## src/rtl/mul_seq_ctrl.sv

```systemverilog
// Sequential shift-add multiplier sequencer that borrows the shared ALU adder.
// One partial product per RUN cycle; start/busy/done handshake toward control.
module mul_seq_ctrl #(
    parameter int WIDTH      = 64,
    parameter bit EARLY_TERM = 1'b1
) (
    input  logic             clk,
    input  logic             rst_n,
    input  logic             start,
    input  logic [WIDTH-1:0] op_a,
    input  logic [WIDTH-1:0] op_b,
    output logic             busy,
    output logic             done,
    output logic [WIDTH-1:0] result,
    output logic             ovf,
    output logic [WIDTH-1:0] add_a,
    output logic [WIDTH-1:0] add_b,
    output logic             add_cin,
    input  logic [WIDTH-1:0] add_s,
    input  logic             add_cout
);

    localparam int CW = $clog2(WIDTH) + 1;

    typedef enum logic [1:0] {
        IDLE = 2'd0,
        RUN  = 2'd1,
        DONE = 2'd2
    } state_t;

    state_t           state_q,   state_d;
    logic [WIDTH-1:0] acc_q,     acc_d;
    logic [WIDTH-1:0] m_q,       m_d;
    logic [WIDTH-1:0] q_q,       q_d;
    logic [CW-1:0]    count_q,   count_d;
    logic             lost_q,    lost_d;
    logic             ovf_int_q, ovf_int_d;
    logic [WIDTH-1:0] result_q,  result_d;
    logic             ovf_q,     ovf_d;
    logic             busy_q,    busy_d;
    logic             done_q,    done_d;
    logic             last_iter;

    // NOTE: every *_d gets a default before the case so no path leaves a latch.
    always_comb begin
        state_d   = state_q;
        acc_d     = acc_q;
        m_d       = m_q;
        q_d       = q_q;
        count_d   = count_q;
        lost_d    = lost_q;
        ovf_int_d = ovf_int_q;
        result_d  = result_q;
        ovf_d     = ovf_q;
        busy_d    = busy_q;
        done_d    = 1'b0;
        last_iter = 1'b0;

        unique case (state_q)
            IDLE: begin
                if (start) begin
                    m_d       = op_a;
                    q_d       = op_b;
                    acc_d     = '0;
                    count_d   = '0;
                    lost_d    = 1'b0;
                    ovf_int_d = 1'b0;
                    busy_d    = 1'b1;
                    state_d   = RUN;
                end
            end

            RUN: begin
                // lost remembers multiplicand bits shifted past the top; any
                // later partial product then carries weight >= 2^WIDTH.
                if (q_q[0]) begin
                    acc_d     = add_s;
                    ovf_int_d = ovf_int_q | add_cout | lost_q;
                end
                lost_d  = lost_q | m_q[WIDTH-1];
                m_d     = m_q << 1;
                q_d     = q_q >> 1;
                count_d = count_q + CW'(1);

                last_iter = (count_q == CW'(WIDTH - 1)) ||
                            (EARLY_TERM && ((q_q >> 1) == '0));
                if (last_iter) begin
                    state_d  = DONE;
                    done_d   = 1'b1;
                    result_d = acc_d;
                    ovf_d    = ovf_int_d;
                end
            end

            DONE: begin
                busy_d  = 1'b0;
                state_d = IDLE;
            end

            default: begin
                busy_d  = 1'b0;
                state_d = IDLE;
            end
        endcase
    end

    // NOTE: state is only ever updated here with non-blocking assignments.
    always_ff @(posedge clk or negedge rst_n) begin
        if (!rst_n) begin
            state_q   <= IDLE;
            acc_q     <= '0;
            m_q       <= '0;
            q_q       <= '0;
            count_q   <= '0;
            lost_q    <= 1'b0;
            ovf_int_q <= 1'b0;
            result_q  <= '0;
            ovf_q     <= 1'b0;
            busy_q    <= 1'b0;
            done_q    <= 1'b0;
        end else begin
            state_q   <= state_d;
            acc_q     <= acc_d;
            m_q       <= m_d;
            q_q       <= q_d;
            count_q   <= count_d;
            lost_q    <= lost_d;
            ovf_int_q <= ovf_int_d;
            result_q  <= result_d;
            ovf_q     <= ovf_d;
            busy_q    <= busy_d;
            done_q    <= done_d;
        end
    end

    assign add_a   = acc_q;
    assign add_b   = m_q;
    assign add_cin = 1'b0;
    assign busy    = busy_q;
    assign done    = done_q;
    assign result  = result_q;
    assign ovf     = ovf_q;

endmodule

```

## config.mk

```make
export PLATFORM = sky130hd
export DESIGN_NAME = mul_seq_ctrl
export DESIGN_NICKNAME = d
export VERILOG_FILES = /design/src/rtl/mul_seq_ctrl.sv
export SDC_FILE = /design/constraint.sdc
export NUM_CORES = 1
export LEC_CHECK = 0
export CORE_MARGIN = 1.5
export CORE_UTILIZATION = 43
export CTS_CLUSTER_SIZE = 24
export DETAILED_ROUTE_END_ITERATION = 8
export PLACE_DENSITY_LB_ADDON = 0.1
export SYNTH_ARGS = -nofsm -noshare
export SYNTH_HDL_FRONTEND = slang
export SYNTH_SLANG_ARGS = --single-unit
```

## constraint.sdc

```tcl
create_clock -name clk -period 2 [get_ports clk]
set_input_delay 0.2 -clock clk [delete_from_list [all_inputs] [get_ports clk]]
set_output_delay 0.2 -clock clk [all_outputs]
set_load 0.1 [all_outputs]
```

# --- Word level (Yosys, flattened, before mapping) ---
# Cells that the tools add are included.
word_totals:
  output_inout_bits: 196
  reg_bits: 270
  in_bits: 196
op_classes:
  n_bitwise: 4
  n_eq_ne: 4
  n_reduce_logical: 8
  addsub: 1
  muxes: 20
ops:
  columns: ["operator", "count"]
  rows:
  - ["64-bit case mux with 2 select lines", 3]
  - ["64-bit 2-to-1 mux", 4]
  - ["64-bit zero test", 1]
  - ["7-bit case mux with 2 select lines", 1]
  - ["2-bit AND reduction", 4]
  - ["7-bit by 1-bit adder with 7-bit output, second input constant", 1]
  - ["7-bit by 6-bit equality test with 1-bit output, second input constant", 1]
  - ["7-bit 2-to-1 mux", 1]
  - ["1-bit case mux with 2 select lines", 3]
  - ["1-bit 2-to-1 mux", 5]
  - ["2-bit 2-to-1 mux", 2]
  - ["2-bit != test, second input constant", 2]
  - ["2-bit case mux with 2 select lines", 1]
  - ["1-bit bitwise OR", 3]
  - ["2-bit by 1-bit equality test with 1-bit output, second input constant", 1]
  - ["2-bit zero test", 1]
  - ["2-bit nonzero test", 1]
  - ["1-bit logical OR", 1]
  - ["1-bit inverter", 1]

# --- Depth between registers and ports, before layout ---
depth:
  ltp_word: 4
  mapped_depth: 8

# --- Worst setup path before layout ---
# No wires, ideal clock.
synth_path:
  kind: "register -> register"
  start: "reg count_q[0]"
  end: "reg result_q[24], in the netlist result[24]"
  setup_ps: 126
  path_buffers: 2
  stages_incl_launch_ff: 9
  slack_ps: -32
  arrival_time_ps: 1905
  required_time_ps: 1874
  cell_sequence: "dfrtp_1 > ha_1 > and3_1 > nand3_1 > or2_2 > a21oi_4 > buf_8 > buf_12 > mux2_4"
synth_via:
  elab_chain_len: 3
synth_lines:
  columns: ["item", "line", "rtl"]
  rows:
  - ["start, declared", "35", "logic [CW-1:0] count_q, count_d;"]
  - ["start signal, assigned", "126", "count_q <= count_d;"]
  - ["7-bit by 6-bit equality test with 1-bit output", "85", "last_iter = (count_q == CW'(WIDTH - 1)) ||"]
  - ["1-bit logical OR", "85", null]
  - ["2-bit AND reduction (no line)", null, null]
  - ["end signal, assigned", "129", "result_q <= result_d;"]
  - ["end, declared", "38", "logic [WIDTH-1:0] result_q, result_d;"]
# Every way passes these cells.
# A chain may end at the register's enable or synchronous reset.

# --- Final worst setup path ---
layout_path:
  start: "reg q_q[38]"
  end: "reg result_q[19], in the netlist result[19]"
layout_via:
  elab_chain_len: 3
layout_lines:
  columns: ["item", "line", "rtl"]
  rows:
  - ["start, declared", "34", "logic [WIDTH-1:0] q_q, q_d;"]
  - ["start signal, assigned", "125", "q_q <= q_d;"]
  - ["64-bit zero test", "86", "(EARLY_TERM && ((q_q >> 1) == '0));"]
  - ["1-bit logical OR", "85", null]
  - ["2-bit AND reduction (no line)", null, null]
# Every way passes these cells.

==> results.py <==
metrics = {
    "sta": {
        "rsz0062_at_grt": "yes",
        "fmax_ghz": 0.456,
        "drv_slew": 0,
        "setup_viol": 65,
        "tightest_slew_ns": 0.799,
        "holdWs_ns": 0.195,
        "post-route-period-util_pct": 110,
        "period_minus_slack_ns": 2.19,
        "relSlewSlack_pct": 46.8,
        "fin_ws_ns": -0.194,
        "tns_ns": -9.50,
        "final_hold_viol_count": 0,
        "skew_ns": 0.0112,
    },
    "clock_tree": {
        "h-tree-depth": 1,
        "cts_made_buffers": 30,
        "clockRootBuffer": "clkbuf_16",
        "cts_max_path_buffers": 3,
        "clkTransAtPathRegs_ns": 0.06,
        "clkLatencyLatePin_ns": 0.55,
        "cts_tree": "yes",
        "cts.sinks": 270,
    },
    "synthesis": {
        "synth.cell_area_um2": 12800,
        "synth-seq-cells": 270,
        "synth_cell_types": 31,
        "syn-num-nets": 1344,
        "synth-edff-count": 0,
        "syn_inst": 1147,
        "synth_seq_area_share_pct": 52.7,
        "yosys_warnings": 0,
        "ys.flop_type": "dfrtp_1",
        "async_flop_share_pct": 100,
        "syn_avg_cell_area_um2": 11.2,
    },
    "drt": {
        "drc": 0,
        "ant_nets": 0,
        "vias": 10900,
        "drt_iter0_drc": 776,
        "finalWirelength_um": 37900,
        "wire_per_inst_um": 19.1,
        "drt_pass1_iterations": 5,
        "via_per_inst": 5.51,
    },
    "power_and_ir_drop": {
        "finalPower_mw": 12.7,
        "peakVddDrop_v": 0.000581,
        "p_leak_nw": 8.22,
        "power_density_nw_per_um2": 691,
    },
    "min_path": {
        "hold_class": "in -> async",
    },
    "placed_design": {
        "port-buffer-count": 390,
        "dp_worst_setup_slack_ns": -0.369,
        "gp_congestion": 0.807,
        "hpwlAfterDp_um": 25200,
        "dp.cells": 1924,
    },
    "grt": {
        "grt_pass1_wl_um": 59500,
        "gr-usage-all-layers_pct": 23.7,
        "grt_max_degree": 130,
        "grt_pass1_vias": 10700,
        "grt_overflow": 0,
        "grt_antenna_before_repair": 5,
    },
    "critical_path": {
        "path_class": "reg -> reg",
        "crit_start": "q_q[38]",
        "required_ns": 2.43,
        "crit_fanout": 16,
        "reg2reg_depth": 8,
        "crit_path_end_kind": "register",
        "cp.arrival_ns": 2.62,
        "cp-start-kind": "register",
        "r2r_start": "q_q[38]",
    },
    "die": {
        "rows": 63,
        "ioPinCount": 392,
        "die_h_um": 176,
        "die-area_um2": 30900,
        "dieWidth_um": 176,
        "core_um2": 29500,
        "start_util_pct": 43.5,
    },
    "layout": {
        "syn_to_final_growth_pct": 43.4,
        "nets": 1768,
        "stdcell_count": 1985,
        "layout-drive-gt1-share_pct": 30.8,
    },
    "run_status": {
        "violations": "setup timing",
        "outcome": "finished with violations",
    },
    "job": {
        "max_cap_viol_count": 0,
    },
}
-- critical path, stage by stage, from the launching register on --
cell and delay, ns:
dfrtp_1 0.38, nor4_2 0.31, nand4_1 0.18, nor3_2 0.23, nand2_2 0.13, a21oi_4 0.16
buf_12 0.17, buf_12 0.17, mux2_2 0.34
-- logic make-up (layout without fill, tap and decap cells) --
| kind of cell | after synthesis | count (layout) | synth area share (%) |
|---|---|---|---|
| mux | 129 | 129 | 12.5 |
| flops | 270 | 270 | 52.7 |
| compound gates | 466 | 466 | 22.7 |
| fa+ha+maj | 1 | 1 | 0.0975 |
| xor+xnor | 1 | 1 | 0.0683 |
| simple gates | 177 | 177 | 8.21 |
| other cells | 1 | 4 | 0.0292 |
| buf+inv | 102 | 547 | 3.74 |
-- worst paths after layout --
path,slack [ns],end
setup / recovery,-0.19,result[19]
hold / removal,0.20,add_a[21]
setup reg to reg,-0.19,result[19]
hold reg to reg,0.47,ovf_int_q
max in group asynchronous,1.08,add_b[55]
min in group clk,0.27,q_q[55]
-- sequential cells by signal (all words and copies together) (netlist names), 2 cells and up --
| name | flops |
|---|---|
| add_a | 64 |
| add_b | 64 |
| count_q | 7 |
| q_q | 64 |
| result | 64 |
| state_q | 2 |
-- routing by layer --
layer	vias to the layer above	share of wire, %	GRT usage, %
met2	402	47	37.8
li1	5089	-	-
met4	4	2.2	6.98
met1	5374	43	32.6
met5	-	0.071	0
met3	62	7.6	4.91
-- cell usage in the layout, fill, tap and decap left out, types with 7 or more instances in the layout --
master and instances:
nor4_1 11, dfrtp_1 267, clkbuf_16 31, nor2b_1 128, buf_12 18, mux2_2 79, mux2_4 50, o21ai_0 139
a22o_1 66, a22oi_1 126, a21oi_1 130, clkbuf_1 7, clkdlybuf4s50_1 193, buf_4 280, nand2_1 13
-- cells in the mapped netlist (all sizes together), types with 3 or more instances --
cell    number  area share, %
nor2         5           0.15
a21oi      132            5.2
nor3         3           0.12
nor2b      129            6.3
a22o        66            4.5
dfrtp      270             53
nand4        3           0.15
nor4        15           0.73
mux2       129             12
clkbuf      80            2.3
o21ai      139            5.4
nand2       14           0.41
buf         21            1.4
a22oi      126            7.4
-- final cells by class --
cell class	count	area, um2
Fill cell	2457	11100
Tap cell	390	488
Multi-Input combinational cell	775	5700
Clock buffer	44	885
Inverter	1	3.75
Timing Repair Buffer	493	4420
Sequential cell	270	6770
Antenna cell	3	7.51
Clock inverter	9	126
-- per-stage QoR --
stage | utilization, % | instance area [um2]
after global placement | 58.5 | 17300
after CTS | 62.2 | 18300
after global routing | 62.4 | 18400
after floorplan | - | 12800
final | 62.4 | 18400
after detailed placement | 58.5 | 17300
-- where the power goes --
part	leakage [nW]	internal (mW)	switching (mW)
combinational	4.30	0.607	0.903
sequential	3.43	5.53	0.0570
clock	0.496	3.42	2.19
total	8.22	9.56	3.15
-- repair_timing --
item                                    in CTS  in global routing
resized for setup                           11                  6
setup buffers                                1                  3
hold buffers                                 1                  0
endpoints found under the setup margin      66                 65
endpoints found under the hold margin       53                  0
(Power assumes the default switching activity.)
